`config.mk`:
```
export PLATFORM = sky130hd
export DESIGN_NAME = inter_packet_gap_monitor_flat
export DESIGN_NICKNAME = d
export VERILOG_FILES = /design/src/rtl/inter_packet_gap_monitor_if.sv /design/src/rtl/inter_packet_gap_monitor.sv /design/src/flat_wrapper.sv
export SDC_FILE = /design/constraint.sdc
export NUM_CORES = 1
export LEC_CHECK = 0
export CAP_MARGIN = 10
export CORE_AREA = 8 8 371 373
export CTS_BUF_LIST = sky130_fd_sc_hd__clkbuf_4
export DETAILED_ROUTE_END_ITERATION = 8
export DIE_AREA = 0 0 379 381
export PLACE_DENSITY = 0.39
export SYNTH_ARGS = -nofsm -noshare
export SYNTH_HDL_FRONTEND = slang
export SYNTH_SLANG_ARGS = --single-unit
export TNS_END_PERCENT = 10
```
`constraint.sdc`:
```
create_clock -name axi_aclk -period 5.25 [get_ports axi_aclk]
set_clock_uncertainty 0.2 [all_clocks]
set_input_delay 0.7875 -clock axi_aclk [delete_from_list [all_inputs] [get_ports axi_aclk]]
set_output_delay 0.7875 -clock axi_aclk [all_outputs]
set_load 0.01 [all_outputs]
```
`src/rtl/inter_packet_gap_monitor_if.sv`:
```
// AXI-Stream bundle used on both sides of the inter-packet gap monitor.
interface inter_packet_gap_monitor_if #(
  parameter int DATA_WIDTH  = 256,
  parameter int TUSER_WIDTH = 128
) ();
  logic [DATA_WIDTH-1:0]   tdata;
  logic [DATA_WIDTH/8-1:0] tstrb;
  logic [TUSER_WIDTH-1:0]  tuser;
  logic                    tvalid;
  logic                    tlast;
  logic                    tready;

  modport master (output tdata, tstrb, tuser, tvalid, tlast, input tready);
  modport slave  (input tdata, tstrb, tuser, tvalid, tlast, output tready);
endinterface

```
`src/rtl/inter_packet_gap_monitor.sv`:
```
// Measures idle cycles between AXI-Stream packets, stamps the gap into the SOP beat's tuser and keeps
// gap statistics. Define IPG_STATS_MINMAX_EN to build the gap_min/gap_max trackers.
module inter_packet_gap_monitor #(
  parameter int C_M_AXIS_DATA_WIDTH  = 256,
  parameter int C_S_AXIS_DATA_WIDTH  = 256,
  parameter int C_M_AXIS_TUSER_WIDTH = 128,
  parameter int C_S_AXIS_TUSER_WIDTH = 128,
  parameter int C_S_AXI_DATA_WIDTH   = 32,
  parameter int C_GAP_TUSER_POS      = 96
) (
  input  logic                          axi_aclk,
  input  logic                          axi_aresetn,
  inter_packet_gap_monitor_if.slave     s_axis,
  inter_packet_gap_monitor_if.master    m_axis,
  input  logic                          sw_rst,
  input  logic                          ipg_en,
  output logic [C_S_AXI_DATA_WIDTH-1:0] gap_last,
  output logic [C_S_AXI_DATA_WIDTH-1:0] gap_min,
  output logic [C_S_AXI_DATA_WIDTH-1:0] gap_max,
  output logic [C_S_AXI_DATA_WIDTH-1:0] pkt_count
);
  localparam int GW = C_S_AXI_DATA_WIDTH;
  localparam logic [GW-1:0] GAP_ONES = {GW{1'b1}};
  localparam logic [GW-1:0] GAP_ONE  = {{(GW-1){1'b0}}, 1'b1};

  typedef enum logic [1:0] {ST_FIRST = 2'd0, ST_IN_PKT = 2'd1, ST_GAP = 2'd2} state_t;

  state_t                            state_r, state_s;
  logic [GW-1:0]                     gap_cnt_r, gap_cnt_s;
  logic [GW-1:0]                     gap_last_r, pkt_count_r;
  logic                              m_tvalid_r, m_tlast_r;
  logic [C_M_AXIS_DATA_WIDTH-1:0]    m_tdata_r;
  logic [C_M_AXIS_DATA_WIDTH/8-1:0]  m_tstrb_r;
  logic [C_M_AXIS_TUSER_WIDTH-1:0]   m_tuser_r;
  logic [C_S_AXIS_TUSER_WIDTH-1:0]   tuser_s;
  logic                              accept_s, sop_s, eop_s;

  assign s_axis.tready = m_axis.tready | ~m_tvalid_r;
  assign accept_s      = s_axis.tvalid & s_axis.tready;
  assign sop_s         = accept_s & (state_r != ST_IN_PKT);
  assign eop_s         = accept_s & s_axis.tlast;

  assign m_axis.tvalid = m_tvalid_r;
  assign m_axis.tlast  = m_tlast_r;
  assign m_axis.tdata  = m_tdata_r;
  assign m_axis.tstrb  = m_tstrb_r;
  assign m_axis.tuser  = m_tuser_r;
  assign gap_last      = gap_last_r;
  assign pkt_count     = pkt_count_r;

  // Packet-framing FSM next state; a single-beat packet goes straight back to GAP.
  always_comb begin
    state_s = state_r;
    case (state_r)
      ST_FIRST, ST_GAP: begin
        if (accept_s) state_s = s_axis.tlast ? ST_GAP : ST_IN_PKT;
        else          state_s = state_r;
      end
      ST_IN_PKT: begin
        if (eop_s) state_s = ST_GAP;
        else       state_s = state_r;
      end
      default: state_s = ST_FIRST;
    endcase
  end

  // Gap counter: restarts at each EOP handshake, counts idle cycles in GAP, sticks at all-ones.
  always_comb begin
    gap_cnt_s = gap_cnt_r;
    if (eop_s)                                         gap_cnt_s = '0;
    else if (state_r == ST_GAP && gap_cnt_r != GAP_ONES) gap_cnt_s = gap_cnt_r + GAP_ONE;
    else                                               gap_cnt_s = gap_cnt_r;
  end

  // Stamp selection; a beat taken during sw_rst sees the post-reset (no previous packet) stamp.
  always_comb begin
    tuser_s = s_axis.tuser;
    if (sw_rst) begin
      if (ipg_en) tuser_s[C_GAP_TUSER_POS +: GW] = GAP_ONES;
      else        tuser_s = s_axis.tuser;
    end else if (sop_s && ipg_en) begin
      tuser_s[C_GAP_TUSER_POS +: GW] = (state_r == ST_FIRST) ? GAP_ONES : gap_cnt_r;
    end else begin
      tuser_s = s_axis.tuser;
    end
  end

  // FSM state and gap counter registers.
  always_ff @(posedge axi_aclk or negedge axi_aresetn) begin
    if (!axi_aresetn) begin
      state_r   <= ST_FIRST;
      gap_cnt_r <= '0;
    end else if (sw_rst) begin
      state_r   <= ST_FIRST;
      gap_cnt_r <= '0;
    end else begin
      state_r   <= state_s;
      gap_cnt_r <= gap_cnt_s;
    end
  end

  // Single output stage; holds while downstream stalls.
  always_ff @(posedge axi_aclk or negedge axi_aresetn) begin
    if (!axi_aresetn) begin
      m_tvalid_r <= 1'b0;
      m_tlast_r  <= 1'b0;
      m_tdata_r  <= '0;
      m_tstrb_r  <= '0;
      m_tuser_r  <= '0;
    end else if (sw_rst && !accept_s) begin
      m_tvalid_r <= 1'b0;
      m_tlast_r  <= 1'b0;
      m_tdata_r  <= '0;
      m_tstrb_r  <= '0;
      m_tuser_r  <= '0;
    end else if (accept_s) begin
      m_tvalid_r <= 1'b1;
      m_tlast_r  <= s_axis.tlast;
      m_tdata_r  <= s_axis.tdata;
      m_tstrb_r  <= s_axis.tstrb;
      m_tuser_r  <= tuser_s;
    end else if (s_axis.tready) begin
      m_tvalid_r <= 1'b0;
    end else begin
      m_tvalid_r <= m_tvalid_r;
    end
  end

  // Last-gap and packet-count statistics; the first packet after reset has no gap to report.
  always_ff @(posedge axi_aclk or negedge axi_aresetn) begin
    if (!axi_aresetn) begin
      gap_last_r  <= '0;
      pkt_count_r <= '0;
    end else if (sw_rst) begin
      gap_last_r  <= '0;
      pkt_count_r <= '0;
    end else begin
      if (sop_s && state_r == ST_GAP) gap_last_r <= gap_cnt_r;
      else                            gap_last_r <= gap_last_r;
      if (sop_s) pkt_count_r <= pkt_count_r + GAP_ONE;
      else       pkt_count_r <= pkt_count_r;
    end
  end

`ifdef IPG_STATS_MINMAX_EN
  logic [GW-1:0] gap_min_r, gap_max_r;

  assign gap_min = gap_min_r;
  assign gap_max = gap_max_r;

  // Unsigned min/max over every measured gap.
  always_ff @(posedge axi_aclk or negedge axi_aresetn) begin
    if (!axi_aresetn) begin
      gap_min_r <= GAP_ONES;
      gap_max_r <= '0;
    end else if (sw_rst) begin
      gap_min_r <= GAP_ONES;
      gap_max_r <= '0;
    end else if (sop_s && state_r == ST_GAP) begin
      if (gap_cnt_r < gap_min_r) gap_min_r <= gap_cnt_r;
      else                       gap_min_r <= gap_min_r;
      if (gap_cnt_r > gap_max_r) gap_max_r <= gap_cnt_r;
      else                       gap_max_r <= gap_max_r;
    end else begin
      gap_min_r <= gap_min_r;
      gap_max_r <= gap_max_r;
    end
  end
`else
  assign gap_min = '0;
  assign gap_max = '0;
`endif

endmodule

```
`src/flat_wrapper.sv`:
```
// flat-port wrapper written by rule: the top's interface ports become plain ports
module inter_packet_gap_monitor_flat 
#(
  parameter int C_M_AXIS_DATA_WIDTH  = 256,
  parameter int C_S_AXIS_DATA_WIDTH  = 256,
  parameter int C_M_AXIS_TUSER_WIDTH = 128,
  parameter int C_S_AXIS_TUSER_WIDTH = 128,
  parameter int C_S_AXI_DATA_WIDTH   = 32,
  parameter int C_GAP_TUSER_POS      = 96
)
  (axi_aclk, axi_aresetn, sw_rst, ipg_en, gap_last, gap_min, gap_max, pkt_count, s_axis_tdata, s_axis_tstrb, s_axis_tuser, s_axis_tvalid, s_axis_tlast, s_axis_tready, m_axis_tdata, m_axis_tstrb, m_axis_tuser, m_axis_tvalid, m_axis_tlast, m_axis_tready);
  inter_packet_gap_monitor_if #(.DATA_WIDTH((256)), .TUSER_WIDTH((128))) s_axis_i ();
  inter_packet_gap_monitor_if #(.DATA_WIDTH((256)), .TUSER_WIDTH((128))) m_axis_i ();
  input  logic axi_aclk;
  input  logic axi_aresetn;
  input  logic sw_rst;
  input  logic ipg_en;
  output logic [C_S_AXI_DATA_WIDTH-1:0] gap_last;
  output logic [C_S_AXI_DATA_WIDTH-1:0] gap_min;
  output logic [C_S_AXI_DATA_WIDTH-1:0] gap_max;
  output logic [C_S_AXI_DATA_WIDTH-1:0] pkt_count;
  input wire logic [$bits(s_axis_i.tdata)-1:0] s_axis_tdata;
  input wire logic [$bits(s_axis_i.tstrb)-1:0] s_axis_tstrb;
  input wire logic [$bits(s_axis_i.tuser)-1:0] s_axis_tuser;
  input wire logic [$bits(s_axis_i.tvalid)-1:0] s_axis_tvalid;
  input wire logic [$bits(s_axis_i.tlast)-1:0] s_axis_tlast;
  output wire logic [$bits(s_axis_i.tready)-1:0] s_axis_tready;
  output wire logic [$bits(m_axis_i.tdata)-1:0] m_axis_tdata;
  output wire logic [$bits(m_axis_i.tstrb)-1:0] m_axis_tstrb;
  output wire logic [$bits(m_axis_i.tuser)-1:0] m_axis_tuser;
  output wire logic [$bits(m_axis_i.tvalid)-1:0] m_axis_tvalid;
  output wire logic [$bits(m_axis_i.tlast)-1:0] m_axis_tlast;
  input wire logic [$bits(m_axis_i.tready)-1:0] m_axis_tready;
  assign s_axis_i.tdata = s_axis_tdata;
  assign s_axis_i.tstrb = s_axis_tstrb;
  assign s_axis_i.tuser = s_axis_tuser;
  assign s_axis_i.tvalid = s_axis_tvalid;
  assign s_axis_i.tlast = s_axis_tlast;
  assign s_axis_tready = s_axis_i.tready;
  assign m_axis_tdata = m_axis_i.tdata;
  assign m_axis_tstrb = m_axis_i.tstrb;
  assign m_axis_tuser = m_axis_i.tuser;
  assign m_axis_tvalid = m_axis_i.tvalid;
  assign m_axis_tlast = m_axis_i.tlast;
  assign m_axis_i.tready = m_axis_tready;
  inter_packet_gap_monitor #(.C_M_AXIS_DATA_WIDTH(C_M_AXIS_DATA_WIDTH), .C_S_AXIS_DATA_WIDTH(C_S_AXIS_DATA_WIDTH), .C_M_AXIS_TUSER_WIDTH(C_M_AXIS_TUSER_WIDTH), .C_S_AXIS_TUSER_WIDTH(C_S_AXIS_TUSER_WIDTH), .C_S_AXI_DATA_WIDTH(C_S_AXI_DATA_WIDTH), .C_GAP_TUSER_POS(C_GAP_TUSER_POS)) u_core (.axi_aclk(axi_aclk), .axi_aresetn(axi_aresetn), .s_axis(s_axis_i), .m_axis(m_axis_i), .sw_rst(sw_rst), .ipg_en(ipg_en), .gap_last(gap_last), .gap_min(gap_min), .gap_max(gap_max), .pkt_count(pkt_count));
endmodule
```
==> reports/metrics.csv, run 1 <==
stage;metric;value;unit
global_routing;initial antenna violation count;19;
finish;share of cells above drive strength 1;8.21;%
synth;sequential cell area fraction in the yosys report;56.4;%
place;routability congestion estimate;0.778;
timing;pins over their slew limit;0;
timing;f_max;0.284;GHz
timing;Fin Hold WS;0.207;ns
clock_network;Setup Buffers After CTS;0;
worst_setup_path;CP endpoint kind;output port;
synth;count leader, synth;nand2_1;
global_routing;first-pass GRT wire length;169000;um
clock_network;CTS Buffer Depth;3;
worst_setup_path;crit path launch type;flop;
detailed_routing;DRC;0;
timing;Slew @ Worst Pin;1.09;ns
floorplan;Die Height;381;um
timing;RSZ-0062 raised after global routing;false;
timing;Tmin final;3.52;ns
global_routing;vias in the first global route;24425;
synth;post-synth top area share;56.4;%
clock_network;clock sinks;516;
synth;syn avg cell area;9.54;um2
synth;number of synthesized register bits;516;
clock_network;cts repair resizes;0;
detailed_routing;Vias;22762;
finish;Post-layout nets;4130;
worst_setup_path;worst path required time;4.26;ns
flow_run;MaxCap Viol Count;0;
floorplan;Die Wd;379;um
synth;dominant synthesized flop cell;dfrtp_1;
floorplan;Initial Util;17.3;%
run_status;outcome;finished clean;
global_routing;largest net degree at the start of global routing;198;
global_routing;GRT Util Overall;15.5;%
worst_setup_path;highest fanout seen on the critical path;6;
synth;asr flop ratio synth;100;%
clock_network;clk_lat worst skew;1.04;ns
clock_network;Root Buffer;clkbuf_4;
floorplan;full die area;144000;um2
clock_network;H-Tree Depth;4;
finish;post-layout util;30.0;%
min_path;hold crit path type;input port to flop;
synth;Synth top cells by count;853 x nand2_1, 516 x dfrtp_1, 387 x nand3b_1;
detailed_routing;DRT Pass-1 Iters;5;
finish;Layout area overhead;72.9;%
floorplan;# IOs;970;
place;hpwl dp;81700;um
floorplan;# rows;134;
clock_network;CTS tree;done;
power;Peak VDD IR;0.000166;V
synth;synth unique cells;52;
synth;area leader, netlist;dfrtp_1;
power;Leakage;17.6;nW
detailed_routing;post-route ant nets;0;
detailed_routing;WL per Instance;20.7;um
global_routing;total congestion overflow;0;
synth;Syn Inst Count;2399;
timing;Post-Route Setup TNS;0;ns
synth;largest cells by area after synthesis;dfrtp_1 56%, nand2_1 14%, nand3b_1 13%;
synth;Post-synth EDFFs;0;
detailed_routing;vias per inst;4.07;
worst_setup_path;Critical Path AT;2.54;ns
detailed_routing;routed wire length;116000;um
power;total power;11.0;mW
timing;final hold violations;0;
timing;Rel. slew slack;27.7;%
clock_network;CTS clk-pin slew, worst paths;0.06;ns
timing;final worst-path cycle share;67.1;%
synth;Post-Synthesis Cell Area;22900;um2
clock_network;TritonCTS buffer count;165;
synth;Yosys Warn Count;0;
floorplan;core box area;132000;um2
detailed_routing;First DRT Iteration DRCs;1246;
worst_setup_path;kind of critical path;flop to output port;
timing;Setup violations, final;0;
power;PwrDens;279;nW/um2
place;Port-buffer cells;905;
placed cells by master, fill, tap and decap left out, types with 32 or more instances in the layout:
cell type,instances
o22a_1,32
dfrtp_1,516
clkdlybuf4s50_1,903
clkbuf_4,246
a22o_1,33
nor2_1,34
nand3b_1,387
a21oi_1,38
nand2_1,852
conb_1,64
dlygate4sd3_1,379
worst max-delay path: stages (launching register included):
cell	delay (ns)
dfrtp_1	0.37
nor2b_4	0.26
clkinv_1	0.25
clkdlybuf4s50_1	0.62
repair_timing:
| item | CTS | global route |
|---|---|---|
| hold endpoints to repair | 512 | 0 |
| hold buffers | 379 | 0 |
| setup endpoints to repair | 0 | 0 |
cell families after synthesis:
logic type               count (synthesis)  share of synthesized area [%]
AND/OR/NAND/NOR                       1413                           31.2
AO/OA/AOI/OAI                          192                           6.19
multiplexers                             2                         0.0875
buffers and inverters                  253                           5.26
XOR/XNOR                                20                          0.765
other                                    1                         0.0164
adder cells (fa/ha/maj)                  2                          0.109
flip-flops                             516                           56.4
metrics by stage:
step                worst slack, ns  std cells  cell area [um2]
floorplan                      2.37       2462            23100
global placement               1.50       4927            33700
detailed placement             1.50       4927            33700
CTS                            1.46       5582            39600
global route                   1.40       5591            39600
finish                         1.73       5591            39600
where the power goes:
group	switching (mW)	internal (mW)	total, mW
sequential	0.178	4.27	4.45
combinational	1.08	1.18	2.26
clock	1.99	2.32	4.31
path summary, 6_finish.rpt:
check                                    startpoint  slack (ns)                  endpoint  cells past startpoint
min in group asynchronous               axi_aresetn        0.66      u_core.pkt_count[30]                      3
max in group asynchronous               axi_aresetn        2.53      u_core.pkt_count[26]                      4
min                               s_axis_tdata[222]        0.21  u_core.m_axis.tdata[222]                      3
max                            u_core.m_axis.tvalid        1.73             s_axis_tready                      3
max reg2reg                     u_core.gap_cnt_r[5]        2.40      u_core.gap_cnt_r[19]                      5
min reg2reg                u_core.m_axis.tuser[126]        0.26  u_core.m_axis.tuser[126]                      2
sequential cells by signal, indices dropped and copies added, names as in the netlist:
| register | cells |
|---|---|
| u_core.m_axis.tlast | 1 |
| u_core.gap_cnt_r | 32 |
| u_core.m_axis.tdata | 256 |
| u_core.m_axis.tuser | 128 |
| u_core.gap_last | 32 |
| u_core.m_axis.tvalid | 1 |
| u_core.state_r | 2 |
| u_core.m_axis.tstrb | 32 |
| u_core.pkt_count | 32 |
per-layer routing:
layer,routed length (um),up-vias,track usage (%)
met3,9510,218,5.68
met4,3190,0,4.59
met2,56400,785,26.0
met5,0,-,0
li1,-,10643,-
met1,46700,11116,18.3
layout make-up:
type / instances / area, um2
fill: 14089 / 92500
timing repair buffer: 1320 / 13200
sequential: 516 / 12900
multi-input combinational: 1693 / 9040
tap: 1768 / 2210
clock buffer: 246 / 1850
clock inverter: 30 / 255
inverter: 9 / 33.8
antenna: 9 / 22.5
Power figures use the tool's default switching activity.
==> run 2: changes to the inputs <==
Settings changed: PLACE_DENSITY 0.39 to 0.4.
Clock period 5.25 ns to 3.14 ns, I/O delays scaled along.
==> run 2 against run 1 <==
Via count is 1.5% higher. Critical path type is now input port to output port. First-iteration DRC count is 5.9% lower. Flip-flop and latch count stayed put. Highest routed layer is now met5. Cell count is 1.9% higher. Worst setup slack worse by 1.5 ns. Combinational power is 76% higher.
==> reports/metrics.csv, run 2 (synthesis results as in run 1) <==
stage;metric;value;unit
global_routing;initial antenna violation count;20;
finish;Post-layout nets;4240;
power;switching power;5.44;mW
global_routing;GRT Util Overall;15.7;%
detailed_routing;vias per inst;4.05;
detailed_routing;post-route ant nets;0;
finish;Layout area overhead;77.5;%
detailed_routing;DRC;0;
timing;Slew @ Worst Pin;0.827;ns
finish;fin cells;5700;
worst_setup_path;Reg2Reg Depth;5;
worst_setup_path;highest fanout seen on the critical path;5;
power;PwrDens;447;nW/um2
power;Peak VDD IR;0.000260;V
place;Port-buffer cells;905;
timing;worst setup margin;0.239;ns
global_routing;total congestion overflow;0;
place;placed inst area;34400;um2
clock_network;clock sinks;516;
global_routing;first-pass GRT wire length;170000;um
finish;commonest cells after routing, fill and taps aside;902 x clkdlybuf4s50_1, 852 x nand2_1, 516 x dfrtp_1;
place;hpwl dp;85500;um
timing;Rel. slew slack;44.9;%
detailed_routing;routed wire length;118000;um
detailed_routing;First DRT Iteration DRCs;1172;
finish;Fill cells;14076;
global_routing;vias in the first global route;24923;
finish;post-layout util;30.7;%
floorplan;# IOs;970;
floorplan;Initial Util;17.3;%
power;internal power;12.7;mW
power;Leakage;18.1;nW
timing;final worst-path cycle share;92.4;%
worst_setup_path;kind of critical path;input port to output port;
clock_network;CTS tree;done;
floorplan;Die Wd;379;um
finish;share of cells above drive strength 1;9.43;%
flow_run;MaxCap Viol Count;0;
run_status;outcome;finished clean;
timing;Tmin final;2.90;ns
floorplan;full die area;144000;um2
power;combinational power share;21.9;%
detailed_routing;Vias;23094;
worst_setup_path;Critical Path AT;2.23;ns
detailed_routing;WL per Instance;20.7;um
worst_setup_path;Worst path slowest cell;dlygate4sd3_1;
min_path;hold depth;5;
timing;f_max;0.345;GHz
global_routing;met3 Use GR;6.01;%
finish;leading cell type in the layout, fill and taps excluded;clkdlybuf4s50_1;
timing;final hold violations;0;
clock_network;CTS Buffer Depth;3;
worst_setup_path;Crit path largest cell delay;0.57;ns
worst_setup_path;crit path launch type;input port;
timing;pins over their slew limit;0;
global_routing;largest net degree at the start of global routing;139;
global_routing;grt met1 use;18.2;%
global_routing;GRT Max-Usage Layer;met2;
clock_network;clk_lat worst skew;1.07;ns
place;DP Worst Slack;0.0135;ns
floorplan;core box area;132000;um2
floorplan;Die Height;381;um
power;clock share of power;37.2;%
timing;Setup violations, final;0;
finish;max reg flops;256;
detailed_routing;DRT Pass-1 Iters;5;
clock_network;TritonCTS buffer count;163;
worst_setup_path;CP endpoint kind;output port;
power;Flop pwr share;41.0;%
worst_setup_path;worst path required time;2.47;ns
floorplan;# rows;134;
place;dpl cells;4993;
clock_network;Root Buffer;clkbuf_4;
worst_setup_path;CP Cell Sequence;dlygate4sd3_1, clkdlybuf4s50_1, nor2b_4, clkinv_1, buf_4, clkdlybuf4s15_1;
global_routing;GR Util met2;26.4;%
min_path;hold crit path type;input port to flop;
power;sw frac;30.0;%
finish;post-route cell area;40600;um2
clock_network;CTS clk-pin slew, worst paths;0.06;ns
clock_network;H-Tree Depth;4;
place;routability congestion estimate;0.809;
[run 2: cell count changes in the layout (fill, tap and decap cells not counted), sizes merged]
| cell | change |
|---|---|
| buf | +68 |
| inv | +2 |
| clkbuf | -12 |
| clkinvlp | +1 |
| diode | +12 |
| clkdlybuf4s15 | +1 |
| clkdlybuf4s50 | -1 |
| dlygate4sd3 | +44 |
| bufinv | -3 |
| clkinv | -3 |
[run 2: path summary, 6_finish.rpt]
kind	from	endpoint	slack [ns]
min in group asynchronous	axi_aresetn	u_core.m_axis.tdata[255]	0.58
max in group asynchronous	axi_aresetn	u_core.m_axis.tuser[31]	1.65
min reg2reg	u_core.m_axis.tuser[99]	u_core.m_axis.tuser[99]	0.27
max reg2reg	u_core.pkt_count[3]	u_core.pkt_count[31]	0.53
min	s_axis_tvalid	u_core.state_r[0]	0.23
max	m_axis_tready	s_axis_tready	0.24
[run 2: cell type report]
| class | instances | area (um2) | area share [%] |
|---|---|---|---|
| Timing Repair Buffer | 1432 | 14400 | 35.5 |
| Sequential cell | 516 | 12900 | 31.8 |
| Multi-Input combinational cell | 1693 | 9040 | 22.3 |
| Tap cell | 1768 | 2210 | 5.45 |
| Clock buffer | 234 | 1760 | 4.32 |
| Clock inverter | 27 | 171 | 0.422 |
| Antenna cell | 21 | 52.6 | 0.129 |
| Inverter | 9 | 33.8 | 0.0832 |
[run 2: through the flow]
step	TNS, ns	total power, mW	hold slack [ns]
2_1_floorplan	0	8.69	-0.0246
3_5_place_dp	0	11.1	0.257
5_1_grt	-0.0413	19.2	0.0274
6_report	0	18.2	0.226
4_1_cts	0	18.6	0.0329
3_3_place_gp	-0.0109	11.1	0.252
[run 2: worst max-delay path: cells and delay by family]
family        cells  cell delay, ns
buf+inv           5            1.62
simple gates      1            0.14
[run 2: per-layer routing]
layer / share of wire (%) / routed length [um]
met2: 49 / 57300
met5: 0.020 / 23
met1: 39 / 46500
met4: 3.2 / 3730
met3: 8.7 / 10200
[run 2: repair_timing]
action	in CTS	in global routing
endpoints found under the hold margin	1032	0
buffers inserted	1	0
hold buffers	424	0
gates cloned	0	0
endpoints found under the setup margin	1	1
resized for setup	1	1
[run 2: power by group through the flow]
stage                     sequential [mW]  clock (mW)  combinational, mW
after detailed placement             7.54           0               3.55
final                                7.44        6.75               3.97
after floorplan                      7.75           0              0.939
after global routing                 7.49        7.47               4.28
after CTS                            7.43        7.15               4.06
after global placement               7.54           0               3.57
==> run 3: changes to the inputs <==
Settings changed: MAX_ROUTING_LAYER from default to met4.
==> run 3 against run 2 <==
Combinational power about the same. Core utilization about the same. Die area is the same. Non-clock buffer count unchanged. Critical path depth did not move. Routed wire length is essentially flat. Sequential share of layout area about the same. Largest power group unchanged.
==> reports/metrics.csv, run 3 (synthesis results as in run 1) <==
stage;metric;value;unit
clock_network;CTS tree;done;
clock_network;CTS clk-pin slew, worst paths;0.05;ns
clock_network;clock sinks;516;
place;DP Worst Slack;0.0135;ns
global_routing;total congestion overflow;0;
global_routing;vias in the first global route;24938;
clock_network;H-Tree Depth;4;
finish;Post-layout nets;4240;
worst_setup_path;CP endpoint kind;output port;
global_routing;GRT Util Overall;16.1;%
clock_network;clk_lat worst skew;1.06;ns
timing;Rel. slew slack;44.3;%
finish;post-route cell area;40600;um2
timing;Fin Hold WS;0.223;ns
place;Port-buffer cells;905;
floorplan;Die Wd;379;um
power;PwrDens;447;nW/um2
finish;share of cells above drive strength 1;9.43;%
floorplan;full die area;144000;um2
worst_setup_path;Crit path largest cell delay;0.57;ns
floorplan;# IOs;970;
worst_setup_path;highest fanout seen on the critical path;5;
timing;final hold violations;0;
place;routability congestion estimate;0.821;
clock_network;CTS Buffer Depth;3;
timing;Setup violations, final;0;
timing;worst setup margin;0.236;ns
finish;Layout area overhead;77.5;%
timing;f_max;0.344;GHz
clock_network;Root Buffer;clkbuf_4;
worst_setup_path;kind of critical path;input port to output port;
detailed_routing;DRT Pass-1 Iters;5;
worst_setup_path;crit path launch type;input port;
floorplan;Initial Util;17.3;%
power;Leakage;18.1;nW
clock_network;TritonCTS buffer count;163;
timing;Tmin final;2.90;ns
power;total power;18.1;mW
worst_setup_path;worst path required time;2.47;ns
global_routing;largest net degree at the start of global routing;139;
detailed_routing;post-route ant nets;0;
worst_setup_path;CP Cell Sequence;dlygate4sd3_1, clkdlybuf4s50_1, nor2b_4, clkinv_1, buf_4, clkdlybuf4s15_1;
worst_setup_path;Critical Path AT;2.23;ns
timing;pins over their slew limit;0;
floorplan;core box area;132000;um2
place;dpl cells;4993;
finish;fin cells;5701;
finish;max reg flops;256;
worst_setup_path;Worst path slowest cell;dlygate4sd3_1;
finish;commonest cells after routing, fill and taps aside;902 x clkdlybuf4s50_1, 852 x nand2_1, 516 x dfrtp_1;
run_status;outcome;finished clean;
global_routing;initial antenna violation count;22;
power;Peak VDD IR;0.000257;V
timing;Post-Route Setup TNS;0;ns
detailed_routing;WL per Instance;20.7;um
place;hpwl dp;85500;um
global_routing;first-pass GRT wire length;170000;um
timing;final worst-path cycle share;92.5;%
finish;post-layout util;30.8;%
detailed_routing;DRC;0;
detailed_routing;vias per inst;4.04;
detailed_routing;Vias;23055;
floorplan;Die Height;381;um
detailed_routing;routed wire length;118000;um
min_path;hold crit path type;input port to flop;
floorplan;# rows;134;
place;placed inst area;34400;um2
finish;leading cell type in the layout, fill and taps excluded;clkdlybuf4s50_1;
timing;Slew @ Worst Pin;0.836;ns
flow_run;MaxCap Viol Count;0;
detailed_routing;First DRT Iteration DRCs;1122;
-- run 3: cell types whose count changed in the layout (fill, tap and decap cells not counted) --
cell	previous run	this run
diode_2	21	22
-- run 3: per-layer routing --
layer	vias to the layer above	part of all wire [%]	global-route usage [%]
met5	-	0	-
met4	0	3.1	5.46
met3	219	8.3	5.70
met2	807	49	26.4
met1	11139	40	18.3
li1	10890	-	-
-- run 3: path summary, 6_finish.rpt --
kind                                               start                  endpoint  slack, ns  cells after the start
worst min-delay path                       s_axis_tvalid         u_core.state_r[0]       0.22                      5
worst min register to register  u_core.m_axis.tuser[110]  u_core.m_axis.tuser[110]       0.27                      2
max in group asynchronous                    axi_aresetn   u_core.m_axis.tuser[31]       1.64                      4
min in group asynchronous                    axi_aresetn  u_core.m_axis.tdata[255]       0.58                      4
worst max-delay path                       m_axis_tready             s_axis_tready       0.24                      6
worst max register to register      u_core.m_axis.tvalid      u_core.pkt_count[31]       0.53                      6
-- run 3: critical path, delay by kind of cell --
family	cells	cell delay, ns
and+or+nand+nor	1	0.14
buffers and inverters	5	1.62
-- run 3: power breakdown --
part           leakage (nW)  internal (mW)  total [mW]  switching (mW)
combinational          10.2           2.11        3.97            1.86
clock                  1.16           3.46        6.74            3.28
sequential             6.73           7.14        7.44           0.294
total                  18.1           12.7        18.1            5.43
-- run 3: cell type report --
class | instances | area [um2]
clock inverters | 27 | 171
inverters | 9 | 33.8
fillers | 14074 | 91500
well taps | 1768 | 2210
clock buffers | 234 | 1760
repair buffers | 1432 | 14400
multi-input cells | 1693 | 9040
flip-flops and latches | 516 | 12900
diodes | 22 | 55.1
-- run 3: repair_timing --
action | 4_1_cts | 5_1_grt
gates resized for setup | 1 | 1
hold endpoints to repair | 1032 | 0
setup endpoints to repair | 1 | 1
hold buffers | 424 | 0
setup buffers | 1 | 0
